**src/rtl/dm_access_ctrl_if.sv**
```systemverilog
// Data-memory bus between the MEM-stage access controller and memory.
// Request fields are held stable by the master until the one-cycle ack.
interface dm_access_ctrl_if;
    logic        mem_req;
    logic        mem_we;
    logic [31:0] mem_addr;
    logic [3:0]  mem_be;
    logic [31:0] mem_wdata;
    logic        mem_ack;
    logic [31:0] mem_rdata;

    modport master (
        output mem_req,
        output mem_we,
        output mem_addr,
        output mem_be,
        output mem_wdata,
        input  mem_ack,
        input  mem_rdata
    );

    modport slave (
        input  mem_req,
        input  mem_we,
        input  mem_addr,
        input  mem_be,
        input  mem_wdata,
        output mem_ack,
        output mem_rdata
    );
endinterface

```
**src/rtl/dm_access_ctrl.sv**
```systemverilog
// MEM-stage data-memory access controller: alignment, lane steering,
// bus handshake with timeout, and load extraction.
module dm_access_ctrl #(
    parameter int TIMEOUT = 255
) (
    input  logic                     clk,
    input  logic                     reset,
    input  logic                     ex_mem_dm_r,
    input  logic                     ex_mem_dm_w,
    input  logic [31:0]              ex_mem_alu_result,
    input  logic [31:0]              ex_mem_dm_w_data,
    input  logic [1:0]               ex_mem_dm_size,
    input  logic                     ex_mem_dm_sext,
    dm_access_ctrl_if.master         mem,
    output logic                     dm_stall,
    output logic [31:0]              dm_r_data,
    output logic                     dm_r_valid,
    output logic                     dm_fault,
    output logic                     dm_timeout
);

    localparam logic [7:0] TMO_LAST = 8'(TIMEOUT - 1);

    typedef enum logic [1:0] {
        S_IDLE   = 2'd0,
        S_ACCESS = 2'd1,
        S_DONE   = 2'd2
    } state_t;

    state_t      r_state;
    state_t      w_state;

    logic [7:0]  r_cnt;
    logic [7:0]  w_cnt;

    logic        r_mem_req;
    logic        w_mem_req;
    logic        r_mem_we;
    logic        w_mem_we;
    logic [31:0] r_mem_addr;
    logic [31:0] w_mem_addr;
    logic [3:0]  r_mem_be;
    logic [3:0]  w_mem_be;
    logic [31:0] r_mem_wdata;
    logic [31:0] w_mem_wdata;

    logic [31:0] r_r_data;
    logic [31:0] w_r_data;
    logic        r_r_valid;
    logic        w_r_valid;
    logic        r_fault;
    logic        w_fault;
    logic        r_timeout;
    logic        w_timeout;

    // Request attributes captured at acceptance for the load return path
    logic        r_load;
    logic        w_load;
    logic [1:0]  r_size;
    logic [1:0]  w_size;
    logic [1:0]  r_off;
    logic [1:0]  w_off;
    logic        r_sext;
    logic        w_sext;

    logic        w_any_req;
    logic        w_conflict;
    logic        w_misal;
    logic        w_is_byte;
    logic        w_is_half;
    logic [3:0]  w_req_be;
    logic [31:0] w_req_wdata;
    logic [7:0]  w_lane_b;
    logic [15:0] w_lane_h;
    logic [31:0] w_ld_data;

    assign w_any_req  = ex_mem_dm_r | ex_mem_dm_w;
    assign w_conflict = ex_mem_dm_r & ex_mem_dm_w;
    assign w_is_byte  = (ex_mem_dm_size == 2'b00);
    assign w_is_half  = (ex_mem_dm_size == 2'b01);

    always_comb begin
        w_misal = 1'b0;
        if (w_is_half) begin
            w_misal = ex_mem_alu_result[0];
        end else if (!w_is_byte) begin
            w_misal = (ex_mem_alu_result[1:0] != 2'b00);
        end
    end

    always_comb begin
        w_req_be    = 4'b1111;
        w_req_wdata = ex_mem_dm_w_data;
        if (w_is_byte) begin
            w_req_be    = 4'b0001 << ex_mem_alu_result[1:0];
            w_req_wdata = {4{ex_mem_dm_w_data[7:0]}};
        end else if (w_is_half) begin
            w_req_be    = ex_mem_alu_result[1] ? 4'b1100 : 4'b0011;
            w_req_wdata = {2{ex_mem_dm_w_data[15:0]}};
        end
    end

    always_comb begin
        w_lane_b = mem.mem_rdata[7:0];
        unique case (r_off)
            2'd0:    w_lane_b = mem.mem_rdata[7:0];
            2'd1:    w_lane_b = mem.mem_rdata[15:8];
            2'd2:    w_lane_b = mem.mem_rdata[23:16];
            default: w_lane_b = mem.mem_rdata[31:24];
        endcase
        w_lane_h = r_off[1] ? mem.mem_rdata[31:16]
                            : mem.mem_rdata[15:0];
    end

    always_comb begin
        w_ld_data = mem.mem_rdata;
        if (r_size == 2'b00) begin
            w_ld_data = {{24{r_sext & w_lane_b[7]}}, w_lane_b};
        end else if (r_size == 2'b01) begin
            w_ld_data = {{16{r_sext & w_lane_h[15]}}, w_lane_h};
        end
    end

    always_ff @(posedge clk) begin
        if (reset) begin
            r_state     <= S_IDLE;
            r_cnt       <= 8'd0;
            r_mem_req   <= 1'b0;
            r_mem_we    <= 1'b0;
            r_mem_addr  <= 32'd0;
            r_mem_be    <= 4'd0;
            r_mem_wdata <= 32'd0;
            r_r_data    <= 32'd0;
            r_r_valid   <= 1'b0;
            r_fault     <= 1'b0;
            r_timeout   <= 1'b0;
            r_load      <= 1'b0;
            r_size      <= 2'd0;
            r_off       <= 2'd0;
            r_sext      <= 1'b0;
        end else begin
            r_state     <= w_state;
            r_cnt       <= w_cnt;
            r_mem_req   <= w_mem_req;
            r_mem_we    <= w_mem_we;
            r_mem_addr  <= w_mem_addr;
            r_mem_be    <= w_mem_be;
            r_mem_wdata <= w_mem_wdata;
            r_r_data    <= w_r_data;
            r_r_valid   <= w_r_valid;
            r_fault     <= w_fault;
            r_timeout   <= w_timeout;
            r_load      <= w_load;
            r_size      <= w_size;
            r_off       <= w_off;
            r_sext      <= w_sext;
        end
    end

    always_comb begin
        w_state     = r_state;
        w_cnt       = r_cnt;
        w_mem_req   = r_mem_req;
        w_mem_we    = r_mem_we;
        w_mem_addr  = r_mem_addr;
        w_mem_be    = r_mem_be;
        w_mem_wdata = r_mem_wdata;
        w_r_data    = r_r_data;
        w_r_valid   = 1'b0;
        w_fault     = 1'b0;
        w_timeout   = 1'b0;
        w_load      = r_load;
        w_size      = r_size;
        w_off       = r_off;
        w_sext      = r_sext;
        unique case (r_state)
            S_IDLE: begin
                if (w_any_req) begin
                    if (w_conflict || w_misal) begin
                        w_state = S_DONE;
                        w_fault = 1'b1;
                    end else begin
                        w_state     = S_ACCESS;
                        w_cnt       = 8'd0;
                        w_mem_req   = 1'b1;
                        w_mem_we    = ex_mem_dm_w;
                        w_mem_addr  = {ex_mem_alu_result[31:2], 2'b00};
                        w_mem_be    = w_req_be;
                        w_mem_wdata = w_req_wdata;
                        w_load      = ex_mem_dm_r;
                        w_size      = ex_mem_dm_size;
                        w_off       = ex_mem_alu_result[1:0];
                        w_sext      = ex_mem_dm_sext;
                    end
                end
            end
            S_ACCESS: begin
                // An ack in the final counted cycle still completes normally
                if (mem.mem_ack) begin
                    w_state   = S_DONE;
                    w_mem_req = 1'b0;
                    if (r_load) begin
                        w_r_data  = w_ld_data;
                        w_r_valid = 1'b1;
                    end
                end else if (r_cnt == TMO_LAST) begin
                    w_state   = S_DONE;
                    w_mem_req = 1'b0;
                    w_timeout = 1'b1;
                    w_r_data  = 32'd0;
                end else begin
                    w_cnt = r_cnt + 8'd1;
                end
            end
            S_DONE: begin
                w_state = S_IDLE;
            end
            default: begin
                w_state = S_IDLE;
            end
        endcase
    end

    assign dm_stall = ((r_state == S_IDLE) && w_any_req)
                    || (r_state == S_ACCESS);

    assign mem.mem_req   = r_mem_req;
    assign mem.mem_we    = r_mem_we;
    assign mem.mem_addr  = r_mem_addr;
    assign mem.mem_be    = r_mem_be;
    assign mem.mem_wdata = r_mem_wdata;

    assign dm_r_data  = r_r_data;
    assign dm_r_valid = r_r_valid;
    assign dm_fault   = r_fault;
    assign dm_timeout = r_timeout;

endmodule

```
**src/flat_wrapper.sv**
```systemverilog
// flat-port wrapper written by rule: the top's interface ports become plain ports
module dm_access_ctrl_flat 
#(
    parameter int TIMEOUT = 255
)
  (clk, reset, ex_mem_dm_r, ex_mem_dm_w, ex_mem_alu_result, ex_mem_dm_w_data, ex_mem_dm_size, ex_mem_dm_sext, dm_stall, dm_r_data, dm_r_valid, dm_fault, dm_timeout, mem_mem_req, mem_mem_we, mem_mem_addr, mem_mem_be, mem_mem_wdata, mem_mem_ack, mem_mem_rdata);
  dm_access_ctrl_if mem_i ();
  input  logic clk;
  input  logic reset;
  input  logic ex_mem_dm_r;
  input  logic ex_mem_dm_w;
  input  logic [31:0] ex_mem_alu_result;
  input  logic [31:0] ex_mem_dm_w_data;
  input  logic [1:0] ex_mem_dm_size;
  input  logic ex_mem_dm_sext;
  output logic dm_stall;
  output logic [31:0] dm_r_data;
  output logic dm_r_valid;
  output logic dm_fault;
  output logic dm_timeout;
  output wire logic [$bits(mem_i.mem_req)-1:0] mem_mem_req;
  output wire logic [$bits(mem_i.mem_we)-1:0] mem_mem_we;
  output wire logic [$bits(mem_i.mem_addr)-1:0] mem_mem_addr;
  output wire logic [$bits(mem_i.mem_be)-1:0] mem_mem_be;
  output wire logic [$bits(mem_i.mem_wdata)-1:0] mem_mem_wdata;
  input wire logic [$bits(mem_i.mem_ack)-1:0] mem_mem_ack;
  input wire logic [$bits(mem_i.mem_rdata)-1:0] mem_mem_rdata;
  assign mem_mem_req = mem_i.mem_req;
  assign mem_mem_we = mem_i.mem_we;
  assign mem_mem_addr = mem_i.mem_addr;
  assign mem_mem_be = mem_i.mem_be;
  assign mem_mem_wdata = mem_i.mem_wdata;
  assign mem_i.mem_ack = mem_mem_ack;
  assign mem_i.mem_rdata = mem_mem_rdata;
  dm_access_ctrl #(.TIMEOUT(TIMEOUT)) u_core (.clk(clk), .reset(reset), .ex_mem_dm_r(ex_mem_dm_r), .ex_mem_dm_w(ex_mem_dm_w), .ex_mem_alu_result(ex_mem_alu_result), .ex_mem_dm_w_data(ex_mem_dm_w_data), .ex_mem_dm_size(ex_mem_dm_size), .ex_mem_dm_sext(ex_mem_dm_sext), .mem(mem_i), .dm_stall(dm_stall), .dm_r_data(dm_r_data), .dm_r_valid(dm_r_valid), .dm_fault(dm_fault), .dm_timeout(dm_timeout));
endmodule
```
**config.mk**
```make
export PLATFORM = sky130hd
export DESIGN_NAME = dm_access_ctrl_flat
export DESIGN_NICKNAME = d
export VERILOG_FILES = /design/src/rtl/dm_access_ctrl_if.sv /design/src/rtl/dm_access_ctrl.sv /design/src/flat_wrapper.sv
export SDC_FILE = /design/constraint.sdc
export NUM_CORES = 1
export LEC_CHECK = 0
export ABC_AREA = 1
export BUFFER_PORTS_ARGS = -buffer_cell sky130_fd_sc_hd__clkbuf_2
export CAP_MARGIN = 0
export CORE_ASPECT_RATIO = 2
export CORE_MARGIN = 5
export CORE_UTILIZATION = 26
export DETAILED_ROUTE_END_ITERATION = 6
export GPL_ROUTABILITY_DRIVEN = 0
export GPL_TIMING_DRIVEN = 0
export HOLD_SLACK_MARGIN = 0.12
export SYNTH_ARGS = -nofsm -noshare
export SYNTH_HDL_FRONTEND = slang
export SYNTH_SLANG_ARGS = --single-unit
```
**constraint.sdc**
```tcl
create_clock -name clk -period 1.7 [get_ports clk]
set_clock_uncertainty 0.05 [all_clocks]
set_input_delay 0.17 -clock clk [delete_from_list [all_inputs] [get_ports clk]]
set_output_delay 0.17 -clock clk [all_outputs]
set_load 0.05 [all_outputs]
```
==> results of run 1 <==
## repair_timing
| action | 4_1_cts | 5_1_grt |
|---|---|---|
| buffers inserted | 0 | 1 |
| pin swaps | 0 | 2 |
| hold endpoints to repair | 85 | 0 |
| hold buffers | 93 | 0 |
| setup endpoints to repair | 29 | 64 |
| gates resized for setup | 8 | 25 |
## synth_stat cells (2+ instances only)
cell	number	area (um^2)
nor2_4	3	33.78
nand2_1	235	882.1
nand3_2	2	20.02
nor2_1	41	153.9
nor2_2	5	31.28
nand3_1	59	295.3
nor3_1	4	20.02
o21ai_1	22	110.1
inv_2	10	37.54
nand2_2	4	25.02
ha_1	2	25.02
a21oi_1	112	560.5
dfxtp_1	119	2382
buf_2	16	80.08
buf_4	14	105.1
o21ai_0	43	215.2
nand4_1	20	125.1
xor2_1	2	17.52
inv_1	47	176.4
o211a_1	7	70.07
clkbuf_1	18	67.56
## final timing paths
path         slack (ns)               startpoint                 endpoint
max                0.08          u_core.r_off[1]      u_core.dm_r_data[6]
min                0.13        mem_mem_rdata[24]     u_core.dm_r_data[24]
max reg2reg        0.08          u_core.r_off[1]      u_core.dm_r_data[6]
min reg2reg        0.41  u_core.mem.mem_wdata[7]  u_core.mem.mem_wdata[7]
## sequential cells by signal (all words and copies together) (netlist names)
| register | cells |
|---|---|
| u_core.r_size | 2 |
| u_core.r_off | 2 |
| u_core.mem.mem_addr | 30 |
| u_core.r_cnt | 8 |
| u_core.r_sext | 1 |
| u_core.mem.mem_req | 1 |
| u_core.r_state | 2 |
| u_core.dm_timeout | 1 |
| u_core.mem.mem_wdata | 32 |
| u_core.mem.mem_be | 4 |
| u_core.r_load | 1 |
| u_core.mem.mem_we | 1 |
| u_core.dm_r_data | 32 |
| u_core.dm_fault | 1 |
| u_core.dm_r_valid | 1 |
## cell type report
type	instances	area, um^2
tap	269	336.6
clock buffer	21	460.4
multi-input combinational	570	2676
fill	2156	12450
sequential	119	2386
clock inverter	9	126.4
timing repair buffer	299	1979
inverter	57	216.5
buffer	50	299.0
## critical path: cells and delay by family (launching register included)
family / cells / cell delay (ns)
AOI/OAI and AO/OA: 1 / 0.13
buffers and inverters: 4 / 0.44
DFF: 1 / 0.31
and+or+nand+nor: 5 / 0.62
## power groups by stage
stage	Clock, uW	Combinational (uW)	Sequential [uW]
2_1_floorplan	0	771	3630
3_3_place_gp	0	1870	3120
3_5_place_dp	0	1880	3120
4_1_cts	3720	2070	3070
5_1_grt	3830	2260	3090
6_report	3650	2100	3080
## per-stage QoR
step | std cells | util (%) | TNS [ns]
after floorplan | 796 | - | 0
after global placement | 1270 | 32.83 | -0.1648
after detailed placement | 1270 | 32.83 | -0.8109
after CTS | 1393 | 40.17 | 0
after global routing | 1394 | 40.53 | -0.01318
final | 1394 | 40.53 | 0
## routing by layer
layer | GRT usage, % | vias to the layer above | part of all wire, % | routed length, um
met5 | 0 | - | 0 | 0
met2 | 34.62 | 268 | 54 | 12240
li1 | - | 3269 | - | -
met1 | 17.82 | 2992 | 34 | 7758
met3 | 4.428 | 64 | 6.4 | 1437
met4 | 11.15 | 0 | 5.1 | 1161
## logic make-up (layout without fill, tap and decap cells)
logic type	count (synthesis)	after routing	synth area share [%]
buf+inv	107	436	8.752
fa+ha+maj	2	2	0.4546
compound gates	189	189	18.07
xor+xnor	2	2	0.3183
flops	119	119	43.28
other cells	1	2	0.06813
simple gates	375	375	29.05
==> metrics.yaml, run 1 <==
yosysUniqueCellTypes: 31
cts_tree: "yes"
fmax_mhz: 616.1
cts_max_level: 4
ys_ff_latch: 119
rsz0062_at_grt: "true"
synth-edff-count: 0
startpoint_type: "flop"
grt_max_degree: 17
setup_violations: 0
maxCapViolCount: 0
num_antenna_cells: 0
reg2reg_depth: 10
clock_sinks: 119
syn_to_final_growth_pct: 54.08
synth-async-reset-ratio_pct: 0
die_x_um: 112.9
hold_slack_ns: 0.1257
ant_nets: 0
cts_max_path_buffers: 2
critPathCaptureType: "flop"
num_vias: 6593
io_buffers: 205
dpl_cell_area_um2: 6870
timing.final.ws_setup_ns: 0.07681
p_int_uw: 5987
firstDrtPassIters: 5
overflow: 0
grt_usage_pct: 18.51
design_area_um2: 8481
coreArea_um2: 20930
synth_area_per_cell_um2: 6.923
cpMaxStageDelayCell: "nor2_2"
finalCritPeriodShare_pct: 95.48
die_h_um: 215.8
antenna_found_initial: 0
root_buffer: "clkbuf_16"
final_nets: 1220
cp_cell_sequence: "buf_4 > inv_2 > buf_2 > nor2_2 > nand2_1 > nand2_1 > inv_1 > nand3_1 > nand3_1 > a21oi_1"
dp_hpwl_mm: 17.37
grt_pass1_wl_mm: 34.97
syn_inst: 795
first_global_vias: 6574
slew_headroom_pct: 55.89
ir_worst_vdd_uv: 643.1
io_pins: 210
powerDensity_nw_per_um2: 1040
synth_flop_cell: "dfxtp_1"
combPwrFrac_pct: 23.8
wire_per_inst_um: 16.21
wl_mm: 22.59
crit_arrival_ns: 1.92
hold_viol_final: 0
worstMarginPinSlew_ns: 0.6616
drv_slew: 0
routed_via_density: 4.730
seqPwrFrac_pct: 34.9
dieArea_um2: 24360
critPathMaxStageDelay_ns: 0.33
status: "completed"
drcViolationCount: 0
drt-initial-drc-count: 380
cts_buffers: 17
mostFrequentLayoutCell: "nand2_1"
syn_area_um2: 5504
hp-class: "in2reg"
p_sw_share_pct: 32.10
total_power_uw: 8817
yosysSeqAreaShare_pct: 43.28
required_ns: 1.99
clk_pin_slew_ns: 0.06
layout-drive-gt1-share_pct: 26.76
insertion_delay_ns: 0.42
initial_utilization_pct: 26.30
p_sw_uw: 2830
hold_path_depth: 3
ys_warn_count: 0
post-route-min-period_ns: 1.623
clkPwrFrac_pct: 41.3
pre_cts_slack_ns: -0.09515
p_leak_uw: 0.003905
num_rows: 75
cp_max_fo: 10
critPathKind: "reg2reg"
layout_common_cells: "nand2_1, clkbuf_2, dfxtp_1"
(Power assumes the default switching activity.)
==> inputs of run 2 (changes only) <==
--- a/config.mk
+++ b/config.mk
@@ -13,8 +13,8 @@
 export CORE_UTILIZATION = 26
 export DETAILED_ROUTE_END_ITERATION = 6
 export GPL_ROUTABILITY_DRIVEN = 0
-export GPL_TIMING_DRIVEN = 0
 export HOLD_SLACK_MARGIN = 0.12
+export PLACE_DENSITY_LB_ADDON = 0.2
 export SYNTH_ARGS = -nofsm -noshare
 export SYNTH_HDL_FRONTEND = slang
 export SYNTH_SLANG_ARGS = --single-unit
==> metrics.yaml, run 2 (synthesis gave the netlist of run 1 again) <==
startpoint_type: "flop"
num_antenna_cells: 0
critPathMaxStageDelay_ns: 0.33
maxCapViolCount: 0
cts_max_level: 4
status: "completed"
die_x_um: 112.9
design_area_um2: 8656
initial_utilization_pct: 26.30
combPwrFrac_pct: 24.3
pre_cts_slack_ns: -0.03482
dp_hpwl_mm: 16.42
cpMaxStageDelayCell: "dfxtp_1"
grt_max_degree: 78
cts_tree: "yes"
post-route-min-period_ns: 1.609
num_rows: 75
p_int_uw: 6135
clk_pin_slew_ns: 0.06
p_sw_share_pct: 32.45
hp-class: "in2reg"
final_nets: 1212
drv_slew: 0
first_global_vias: 6422
critPathKind: "reg2out"
routed_via_density: 4.573
drcViolationCount: 0
clock_sinks: 119
crit_top_cell: "inv_2"
antenna_found_initial: 0
setup_violations: 0
grt_pass1_wl_mm: 34.36
cp_max_fo: 7
required_ns: 1.48
fin_cells: 1388
critPathCaptureType: "output port"
drt-initial-drc-count: 263
p_sw_uw: 2947
firstDrtPassIters: 4
mostFrequentLayoutCell: "nand2_1"
ant_nets: 0
hold_viol_final: 0
cts_buffers: 17
grt_usage_pct: 18.03
num_vias: 6347
dpl_cell_area_um2: 6978
io_buffers: 207
seqPwrFrac_pct: 33.8
cts_max_path_buffers: 2
finalCritPeriodShare_pct: 94.63
overflow: 0
wire_per_inst_um: 16.14
io_pins: 210
setup_tns_ns: 0
rsz0062_at_grt: "false"
dieArea_um2: 24360
worst-path-buf-inv: 4
ir_worst_vdd_uv: 540.0
crit_arrival_ns: 1.39
layout_common_cells: "nand2_1, clkbuf_2, dfxtp_1"
timing.final.ws_setup_ns: 0.09128
die_h_um: 215.8
syn_to_final_growth_pct: 57.26
wl_mm: 22.40
powerDensity_nw_per_um2: 1049
crit_family: "buffers and inverters"
fmax_mhz: 621.6
root_buffer: "clkbuf_16"
clkPwrFrac_pct: 41.9
insertion_delay_ns: 0.42
p_leak_uw: 0.003989
numPlacedInstances: 1264
layout-drive-gt1-share_pct: 28.51
coreArea_um2: 20930
cp_cell_sequence: "inv_2 > nor2_4 > inv_2 > buf_4 > nand2_2 > buf_8"
run 2: cell types whose count changed in the layout (fill, tap and decap cells not counted), moves of 3 or more:
| cell | previous run | this run |
|---|---|---|
| clkinv_4 | 1 | 5 |
| buf_2 | 12 | 0 |
| dlygate4sd3_1 | 93 | 87 |
| buf_12 | 1 | 6 |
| buf_4 | 14 | 34 |
| clkbuf_16 | 17 | 20 |
| clkbuf_1 | 17 | 0 |
| nand2_2 | 4 | 7 |
run 2: through the flow:
step / power, uW / hold slack, ns / util, %
CTS: 9079 / 0.1203 / 40.53
global route: 9507 / 0.1223 / 41.36
global placement: 5051 / 0.3541 / 33.35
detailed placement: 5055 / 0.3604 / 33.35
floorplan: 4399 / 0.1985 / -
finish: 9082 / 0.1211 / 41.36
run 2: worst paths after layout:
check                                     startpoint                        to  slack, ns  cells past startpoint
worst max-delay path               u_core.r_state[0]                  dm_stall       0.09                      6
worst min-delay path            ex_mem_dm_w_data[15]  u_core.mem.mem_wdata[15]       0.12                      5
worst max register to register       u_core.r_off[1]       u_core.dm_r_data[0]       0.14                      7
worst min register to register  u_core.dm_r_data[14]      u_core.dm_r_data[14]       0.41                      2
run 2: timing repair:
action	4_1_cts	5_1_grt
hold endpoints to repair	86	0
gates cloned	0	4
buffers inserted	0	1
pin swaps	0	3
setup endpoints to repair	2	83
hold buffers	87	0
resized for setup	3	21
run 2: power groups by stage:
stage / Sequential, uW / Clock [uW] / Combinational (uW)
2_1_floorplan: 3630 / 0 / 771
3_3_place_gp: 3130 / 0 / 1920
3_5_place_dp: 3130 / 0 / 1930
4_1_cts: 3070 / 3910 / 2100
5_1_grt: 3090 / 4030 / 2390
6_report: 3070 / 3800 / 2210
run 2: final cells by class:
| class | instances | area [um^2] |
|---|---|---|
| fill | 2219 | 12270 |
| multi-input combinational | 570 | 2666 |
| timing repair buffer | 341 | 2429 |
| sequential | 119 | 2385 |
| clock buffer | 19 | 452.9 |
| tap | 269 | 336.6 |
| inverter | 57 | 215.2 |
| clock inverter | 13 | 171.4 |
run 2: per-layer routing:
layer  global-route usage, %  up-vias  part of all wire (%)  wire [um]
met5                       0        -                     0          0
met2                   34.46      203                    57      12700
met4                   9.787        0                   3.7        821
met1                   17.71     2856                    35       7855
met3                   3.475       36                   4.6       1023
li1                        -     3252                     -          -
run 2: worst reg2reg max path, delay by kind of cell (launching register included):
kind	cells	cell delay [ns]
simple gates	3	0.51
flops	1	0.36
buf+inv	2	0.35
compound gates	2	0.23
==> inputs of run 3 (changes only) <==
--- a/config.mk
+++ b/config.mk
@@ -10,7 +10,7 @@
 export CAP_MARGIN = 0
 export CORE_ASPECT_RATIO = 2
 export CORE_MARGIN = 5
-export CORE_UTILIZATION = 26
+export CORE_UTILIZATION = 45
 export DETAILED_ROUTE_END_ITERATION = 6
 export GPL_ROUTABILITY_DRIVEN = 0
 export HOLD_SLACK_MARGIN = 0.12
==> metrics.yaml, run 3 (synthesis gave the netlist of run 1 again) <==
status: "completed"
num_rows: 57
reg2reg_from: "u_core.r_off[1]"
routed_via_density: 5.314
crit_arrival_ns: 1.40
powerDensity_nw_per_um2: 1069
die_x_um: 88.20
wire_per_inst_um: 16.32
syn_to_final_growth_pct: 52.38
clock_sinks: 119
worst-path-buf-inv: 3
io_buffers: 207
cts_tree: "yes"
antenna_found_initial: 0
grt_max_degree: 78
drv_slew: 0
fmax_mhz: 617.5
insertion_delay_ns: 0.41
setup_tns_ns: 0
final_nets: 1203
hold_slack_ns: 0.1425
post-route-min-period_ns: 1.619
initial_utilization_pct: 45.67
ir_worst_vdd_uv: 903.1
cp_max_fo: 3
maxCapViolCount: 0
grt_usage_pct: 27.35
clk_pin_slew_ns: 0.05
overflow: 0
crit_family: "simple AND/OR/NAND/NOR gates"
final_util_pct: 69.58
mostFrequentLayoutCell: "nand2_1"
critPathMaxStageDelay_ns: 0.33
hold_path_end: "u_core.dm_r_data[6]"
wl_mm: 20.51
reg2reg_depth: 7
layout_common_cells: "nand2_1, clkbuf_2, dfxtp_1"
p_leak_uw: 0.003943
critPathCaptureType: "output port"
grt_pass1_wl_mm: 31.63
worstSetupStartpoint: "u_core.r_state[1]"
num_vias: 6680
cts_max_level: 4
cpMaxStageDelayCell: "dfxtp_2"
hp-class: "in2reg"
num_antenna_cells: 0
rsz0062_at_grt: "false"
io_pins: 210
drt-initial-drc-count: 427
coreArea_um2: 12050
dieArea_um2: 14680
total_power_uw: 8967
startpoint_type: "flop"
first_global_vias: 6829
hp-start: "mem_mem_rdata[6]"
cts_max_path_buffers: 2
critPathKind: "reg2out"
die_h_um: 166.4
ant_nets: 0
layout-drive-gt1-share_pct: 27.93
rrSetupSlack_ns: 0.15
cts_buffers: 17
root_buffer: "clkbuf_16"
dpl_cell_area_um2: 6768
drcViolationCount: 0
setup_violations: 0
firstDrtPassIters: 5
rr_endpoint: "u_core.dm_r_data[21]"
required_ns: 1.48
hold_viol_final: 0
finalCritPeriodShare_pct: 95.25
dp_hpwl_mm: 13.95
hold_path_depth: 5
design_area_um2: 8387
cp_cell_sequence: "inv_2 > nand2_1 > nor2_4 > inv_2 > nand2_1 > buf_8"
run 3: area by class of cell:
class,instances,area (um^2)
repair buffers,332,2320
flip-flops and latches,119,2386
well taps,147,183.9
inverters,57,214.0
clock buffers,19,452.9
multi-input cells,570,2659
fillers,1007,3666
clock inverters,13,171.4
run 3: worst register-to-register path, stage by stage (launching register included):
cell     delay (ns)
dfxtp_1        0.39
buf_4          0.17
nand3_1        0.10
nand3_1        0.11
nor2_1         0.07
nor2_4         0.21
nand2_1        0.18
o21ai_0        0.19
run 3: repair_timing:
action,CTS,global route
pin swaps,0,2
cloned,0,2
endpoints found under the hold margin,87,0
buffers inserted,0,5
hold buffers,88,0
resized for setup,2,12
setup endpoints to repair,1,55
run 3: per-layer routing:
metal	part of all wire (%)	track usage [%]	vias to the layer above	wire, um
met5	0	0	-	0
met4	7.6	21.71	0	1551
met3	6.7	6.802	106	1379
met2	52	48.78	345	10760
met1	33	24.81	3009	6825
li1	-	-	3220	-
run 3: power breakdown:
| group | switching, uW | internal, uW | total, uW | leakage (uW) |
|---|---|---|---|---|
| Clock | 1350 | 2400 | 3760 | 0.000305 |
| Sequential | 111 | 2970 | 3080 | 0.000970 |
| Combinational | 1420 | 715 | 2130 | 0.00267 |
| Total | 2880 | 6080 | 8970 | 0.00394 |
run 3: through the flow:
| stage | setup slack (ns) | instances |
|---|---|---|
| 2_1_floorplan | 0.2927 | 796 |
| 3_3_place_gp | 0.1383 | 1131 |
| 3_5_place_dp | 0.1132 | 1131 |
| 4_1_cts | 0.005030 | 1251 |
| 5_1_grt | 0.01203 | 1257 |
| 6_report | 0.08067 | 1257 |
run 3: worst max path at each step:
stage,end,slack (ns),cells past startpoint
5_1_grt,u_core.dm_r_data[12],0.01,10
2_1_floorplan,u_core.dm_r_data[12],0.29,10
3_3_place_gp,u_core.r_cnt[7],0.14,11
6_report,dm_stall,0.08,6
4_1_cts,dm_stall,0.005,6
3_5_place_dp,u_core.r_cnt[7],0.11,12
